File: src/rtl/cpu_pkg.sv
// Shared CPU definitions: datapath widths, opcode encodings and the
// EX/MEM halt-machine state encoding.
package cpu_pkg;

  localparam int DW = 16;
  localparam int RW = 4;

  localparam logic [3:0] OP_ADD    = 4'b0000;
  localparam logic [3:0] OP_SUB    = 4'b0001;
  localparam logic [3:0] OP_XOR    = 4'b0010;
  localparam logic [3:0] OP_RED    = 4'b0011;
  localparam logic [3:0] OP_SLL    = 4'b0100;
  localparam logic [3:0] OP_SRA    = 4'b0101;
  localparam logic [3:0] OP_ROR    = 4'b0110;
  localparam logic [3:0] OP_PADDSB = 4'b0111;
  localparam logic [3:0] OP_LW     = 4'b1000;
  localparam logic [3:0] OP_SW     = 4'b1001;
  localparam logic [3:0] OP_LHB    = 4'b1010;
  localparam logic [3:0] OP_LLB    = 4'b1011;
  localparam logic [3:0] OP_B      = 4'b1100;
  localparam logic [3:0] OP_BR     = 4'b1101;
  localparam logic [3:0] OP_PCS    = 4'b1110;
  localparam logic [3:0] OP_HLT    = 4'b1111;

  typedef enum logic {
    ST_RUN  = 1'b0,
    ST_HALT = 1'b1
  } state_t;

endpackage

File: src/rtl/flag_update.sv
// Combinational next-value and update-enable generation for the Z/V/N
// condition flags, selected by opcode.
// Optional feature macro: RED_FLAGS_EN (RED then writes Z and clears N/V).
import cpu_pkg::*;

module flag_update #(
  parameter int DW = cpu_pkg::DW
) (
  input  logic [3:0]    opcode,
  input  logic [DW-1:0] alu_out,
  input  logic          ovfl,
  output logic          z_next,
  output logic          n_next,
  output logic          v_next,
  output logic          z_en,
  output logic          n_en,
  output logic          v_en
);

  // Decode which flags this opcode writes and what values they take.
  always_comb begin
    z_next = (alu_out == '0);
    n_next = alu_out[DW-1];
    v_next = ovfl;
    z_en   = 1'b0;
    n_en   = 1'b0;
    v_en   = 1'b0;
    case (opcode)
      OP_ADD, OP_SUB: begin
        z_en = 1'b1;
        n_en = 1'b1;
        v_en = 1'b1;
      end
      OP_XOR, OP_SLL, OP_SRA, OP_ROR: begin
        z_en = 1'b1;
      end
`ifdef RED_FLAGS_EN
      OP_RED: begin
        n_next = 1'b0;
        v_next = 1'b0;
        z_en   = 1'b1;
        n_en   = 1'b1;
        v_en   = 1'b1;
      end
`endif
      default: begin
        z_en = 1'b0;
      end
    endcase
  end

endmodule

File: src/rtl/ex_mem_flag_stage.sv
// EX->MEM pipeline register with Z/V/N condition flags and a two-state
// halt machine that freezes the pipe once HLT has been presented in MEM.
// Optional feature macro: RED_FLAGS_EN (handled inside flag_update).
import cpu_pkg::*;

module ex_mem_flag_stage #(
  parameter int DW = cpu_pkg::DW,
  parameter int RW = cpu_pkg::RW
) (
  input  logic          clk,
  input  logic          rst,
  input  logic          stall,
  input  logic          flush,
  input  logic          ex_valid,
  input  logic [3:0]    ex_opcode,
  input  logic [DW-1:0] ex_alu_out,
  input  logic          ex_ovfl,
  input  logic [RW-1:0] ex_rd,
  input  logic          ex_reg_wen,
  input  logic          ex_mem_ren,
  input  logic          ex_mem_wen,
  input  logic [DW-1:0] ex_store_data,
  output logic          mem_valid,
  output logic [3:0]    mem_opcode,
  output logic [DW-1:0] mem_alu_out,
  output logic [RW-1:0] mem_rd,
  output logic          mem_reg_wen,
  output logic          mem_mem_ren,
  output logic          mem_mem_wen,
  output logic [DW-1:0] mem_store_data,
  output logic          flag_z,
  output logic          flag_v,
  output logic          flag_n,
  output logic          halted
);

  state_t state;
  logic   slot_valid;
  logic   z_next, n_next, v_next;
  logic   z_en, n_en, v_en;

  assign slot_valid = ex_valid & ~flush;
  assign halted     = (state == ST_HALT);

  flag_update #(.DW(DW)) u_flag_update (
    .opcode  (ex_opcode),
    .alu_out (ex_alu_out),
    .ovfl    (ex_ovfl),
    .z_next  (z_next),
    .n_next  (n_next),
    .v_next  (v_next),
    .z_en    (z_en),
    .n_en    (n_en),
    .v_en    (v_en)
  );

  // Halt machine, MEM slot capture and flag update; halt overrides stall,
  // stall overrides flush, and a retired HLT in MEM moves to HALT.
  always_ff @(posedge clk or posedge rst) begin
    if (rst) begin
      state          <= ST_RUN;
      mem_valid      <= 1'b0;
      mem_opcode     <= '0;
      mem_alu_out    <= '0;
      mem_rd         <= '0;
      mem_reg_wen    <= 1'b0;
      mem_mem_ren    <= 1'b0;
      mem_mem_wen    <= 1'b0;
      mem_store_data <= '0;
      flag_z         <= 1'b0;
      flag_v         <= 1'b0;
      flag_n         <= 1'b0;
    end else begin
      case (state)
        ST_HALT: begin
          mem_valid <= 1'b0;
        end
        default: begin
          if (mem_valid && (mem_opcode == OP_HLT)) begin
            state     <= ST_HALT;
            mem_valid <= 1'b0;
          end else if (!stall) begin
            mem_valid      <= slot_valid;
            mem_opcode     <= ex_opcode;
            mem_alu_out    <= ex_alu_out;
            mem_rd         <= ex_rd;
            mem_reg_wen    <= ex_reg_wen & slot_valid;
            mem_mem_ren    <= ex_mem_ren & slot_valid;
            mem_mem_wen    <= ex_mem_wen & slot_valid;
            mem_store_data <= ex_store_data;
            if (slot_valid && z_en) flag_z <= z_next;
            if (slot_valid && n_en) flag_n <= n_next;
            if (slot_valid && v_en) flag_v <= v_next;
          end
        end
      endcase
    end
  end

endmodule

File: config.mk
export PLATFORM = sky130hd
export DESIGN_NAME = ex_mem_flag_stage
export DESIGN_NICKNAME = d
export VERILOG_FILES = /design/src/rtl/cpu_pkg.sv /design/src/rtl/flag_update.sv /design/src/rtl/ex_mem_flag_stage.sv
export SDC_FILE = /design/constraint.sdc
export NUM_CORES = 1
export LEC_CHECK = 0
export ABC_CLOCK_PERIOD_IN_PS = 3800
export CAP_MARGIN = 20
export CORE_MARGIN = 5
export CORE_UTILIZATION = 44
export CTS_BUF_LIST = sky130_fd_sc_hd__clkbuf_4
export DETAILED_ROUTE_END_ITERATION = 16
export HOLD_SLACK_MARGIN = 0.05
export PLACE_DENSITY = 0.92
export SETUP_SLACK_MARGIN = 0.4
export SYNTH_ARGS = -nofsm -noshare
export SYNTH_HDL_FRONTEND = slang
export SYNTH_SLANG_ARGS = --single-unit
File: constraint.sdc
create_clock -name clk -period 3.8 [get_ports clk]
set_input_delay 0.76 -clock clk [delete_from_list [all_inputs] [get_ports clk]]
set_output_delay 0.76 -clock clk [all_outputs]
set_load 0.1 [all_outputs]
==> impl_metrics.py <==
metrics = {
    "global_route": {
        "grt_usage_pct": 17.2,
        "grt_first_pass_wirelength_mm": 7.22,
        "grt_overflow_total": 0,
        "grt_max_degree": 49,
        "grt_pass1_vias": 1452,
        "antenna_found_initial": 0,
    },
    "place": {
        "place_congestion": 0.774,
        "place_hpwl_mm": 3.82,
        "port_buffers": 96,
    },
    "critical_path": {
        "cp-end-kind": "output port",
        "crit_buf_inv": 1,
        "reg2reg_to": "mem_alu_out[13]$_DFFE_PP0P_",
        "path_cells": "clkdlybuf4s50_1",
        "rr_worst_depth": 3,
        "cp_data_arrival_time_ns": 2.10,
        "critPathKind": "reg -> out",
        "crit_path_max_incr_delay_ns": 1.22,
        "slowest_stage": "clkdlybuf4s50_1",
        "critPathTopFamily": "buffers and inverters",
        "r2r-start": "halted$_DFF_PP0_",
        "rrSetupSlack_ns": 1.91,
        "path_max_fanout": 7,
        "worstPathRequired_ns": 3.04,
        "cp-start-kind": "flip-flop",
    },
    "drt": {
        "vias": 1415,
        "drtPass1Iterations": 4,
        "vias_per_cell": 5.18,
        "wire_per_inst_microns": 18.0,
        "drt-initial-drc-count": 93,
        "wirelength_mm": 4.91,
        "drc": 0,
        "ant_nets": 0,
    },
    "clock_network": {
        "clock_latency_ns": 0.35,
        "cts_resized": 0,
        "cts.path.max_buffers": 2,
        "clock-root-buffer": "clkbuf_4",
        "cts_tree": "built",
        "cts_buffers": 5,
        "cts_hold_buf": 0,
        "cts_max_level": 2,
        "cts_sinks": 48,
        "path_clk_slew_ns": 0.13,
        "postCtsSetupRepairBufs": 0,
    },
    "synth": {
        "synth_simple_gate_area_share_pct": 6.23,
        "syn_inst": 119,
        "synthArstFlopShare_pct": 100,
        "ys_dominant_reg_cell": "dfrtp_1",
        "synth_edf_count": 0,
        "avgSynthCellArea_sq_um": 16.0,
        "synth-compound-area-share_pct": 2.89,
        "syn_nets": 168,
        "yosys-top-cells-count": "48 x dfrtp_1, 33 x mux2_2, 7 x mux2_4",
        "yosysWarningCount": 0,
        "ys_ff_latch": 48,
        "synth_adder_area_share_pct": 0,
        "synth.distinct_cells": 24,
        "synth_top_area_share_pct": 63.0,
        "synth_top_cell_by_area": "dfrtp_1",
        "synth_top_cells_by_area": "dfrtp_1 63%, mux2_2 19%, mux2_4 5.5%",
        "synth_xor_xnor_area_share_pct": 0,
        "syn-cell-area_sq_um": 1910,
        "synth_top_family_by_area": "multiplexers",
        "synth_seq_area_share_pct": 63.0,
        "synth.mux.area_fraction_pct": 26.2,
        "synth_most_common_cell": "dfrtp_1",
    },
    "floorplanning": {
        "core-area_sq_um": 4290,
        "initial_core_util_pct": 44.4,
        "die_w_microns": 75.9,
        "rows": 24,
        "dieArea_sq_um": 5750,
        "ioPinCount": 97,
        "dieHeight_microns": 75.9,
    },
    "sta": {
        "grt_setup_unrepaired": "no",
        "hold_viol_final": 0,
        "worst_slew_pin_slew_ns": 1.01,
        "setup_viol": 0,
        "finClkSkew_ns": 0.0131,
        "period_minus_slack_ns": 2.86,
        "finalCritPeriodShare_pct": 75.4,
        "setup_tns_ns": 0,
        "drv_slew": 0,
        "fmax_mhz": 349,
        "relSlewSlack_pct": 32.2,
    },
    "hold_path": {
        "min-delay-start": "mem_store_data[13]$_DFFE_PP0P_",
        "hold_path_class": "reg -> reg",
        "hold_end": "mem_store_data[13]$_DFFE_PP0P_",
        "worstHoldPathCells": 1,
    },
    "cells_and_area": {
        "syn_to_final_growth_pct": 57.1,
        "drive_gt1_share_pct": 25.3,
        "fillers": 286,
        "diodes": 0,
        "nets": 269,
    },
    "flow_run": {
        "cap_violations": 0,
    },
    "run_status": {
        "run_status": "finished clean",
    },
}
how the worst max path moves through the flow:
stage                                      from                          end  slack [ns]  depth (start not counted)
after global routing           halted$_DFF_PP0_                       halted        0.87                          1
after detailed placement                  stall  mem_alu_out[13]$_DFFE_PP0P_        1.05                          4
final                          halted$_DFF_PP0_                       halted        0.94                          1
after floorplan           mem_valid$_DFFE_PP0P_        mem_rd[1]$_DFFE_PP0P_        1.77                          5
after CTS                      halted$_DFF_PP0_                       halted        0.93                          1
after global placement                    stall  mem_alu_out[10]$_DFFE_PP0P_        1.13                          4
state kept, by name (all words and copies together), names as in the netlist, 4 cells and up:
register / cells
mem_alu_out: 16
mem_store_data: 16
mem_opcode: 4
mem_rd: 4
metal layers:
layer / part of all wire (%) / up-vias / GRT usage, % / routed length (microns)
li1: - / 640 / - / -
met5: 0 / - / 0 / 0
met1: 39 / 693 / 21.2 / 1920
met3: 13 / 10 / 6.07 / 615
met2: 46 / 72 / 26.9 / 2270
met4: 2.2 / 0 / 8.16 / 107
area by class of cell:
type                       instances  area [sq um]  area share, %
sequential                        48          1200           40.1
timing repair buffer              98           988           33.0
multi-input combinational         65           679           22.7
tap                               52          65.1           2.17
clock buffer                       7          52.6           1.75
inverter                           2          7.51          0.250
clock inverter                     1          3.75          0.125
metrics by stage:
step	area, sq um	util [%]	setup WS [ns]	hold slack, ns	cells
finish	3000	69.8	0.936	0.504	273
global route	3000	69.8	0.870	0.532	273
CTS	2980	69.3	0.928	0.508	272
detailed placement	2920	68.0	1.05	0.479	264
global placement	2920	68.0	1.13	0.475	264
floorplan	1910	-	1.77	0.895	119
cells by family (layout without fill, tap and decap cells):
group                  after synthesis  count (layout)
AND/OR/NAND/NOR                     16              16
buffers and inverters                6             108
AO/OA/AOI/OAI                        7               7
multiplexers                        42              42
flip-flops                          48              48
layout by cell type, fill, tap and decap left out, drive strengths merged:
cell type / count
clkdlybuf4s50: 96
dfrtp: 48
mux2: 42
clkbuf: 7
nor4: 5
a32o: 3
nand2: 2
nor2: 2
nor3: 2
inv: 2
buf: 2
nand3: 1
nor3b: 1
nand3b: 1
nand4: 1
a211oi: 1
o21ai: 1
o31ai: 1
or3: 1
a21oi: 1
clkinv: 1
Power is left out: the tool's default activity adds up to more than one toggle a clock period on the data nets, which glitch-free logic cannot reach.
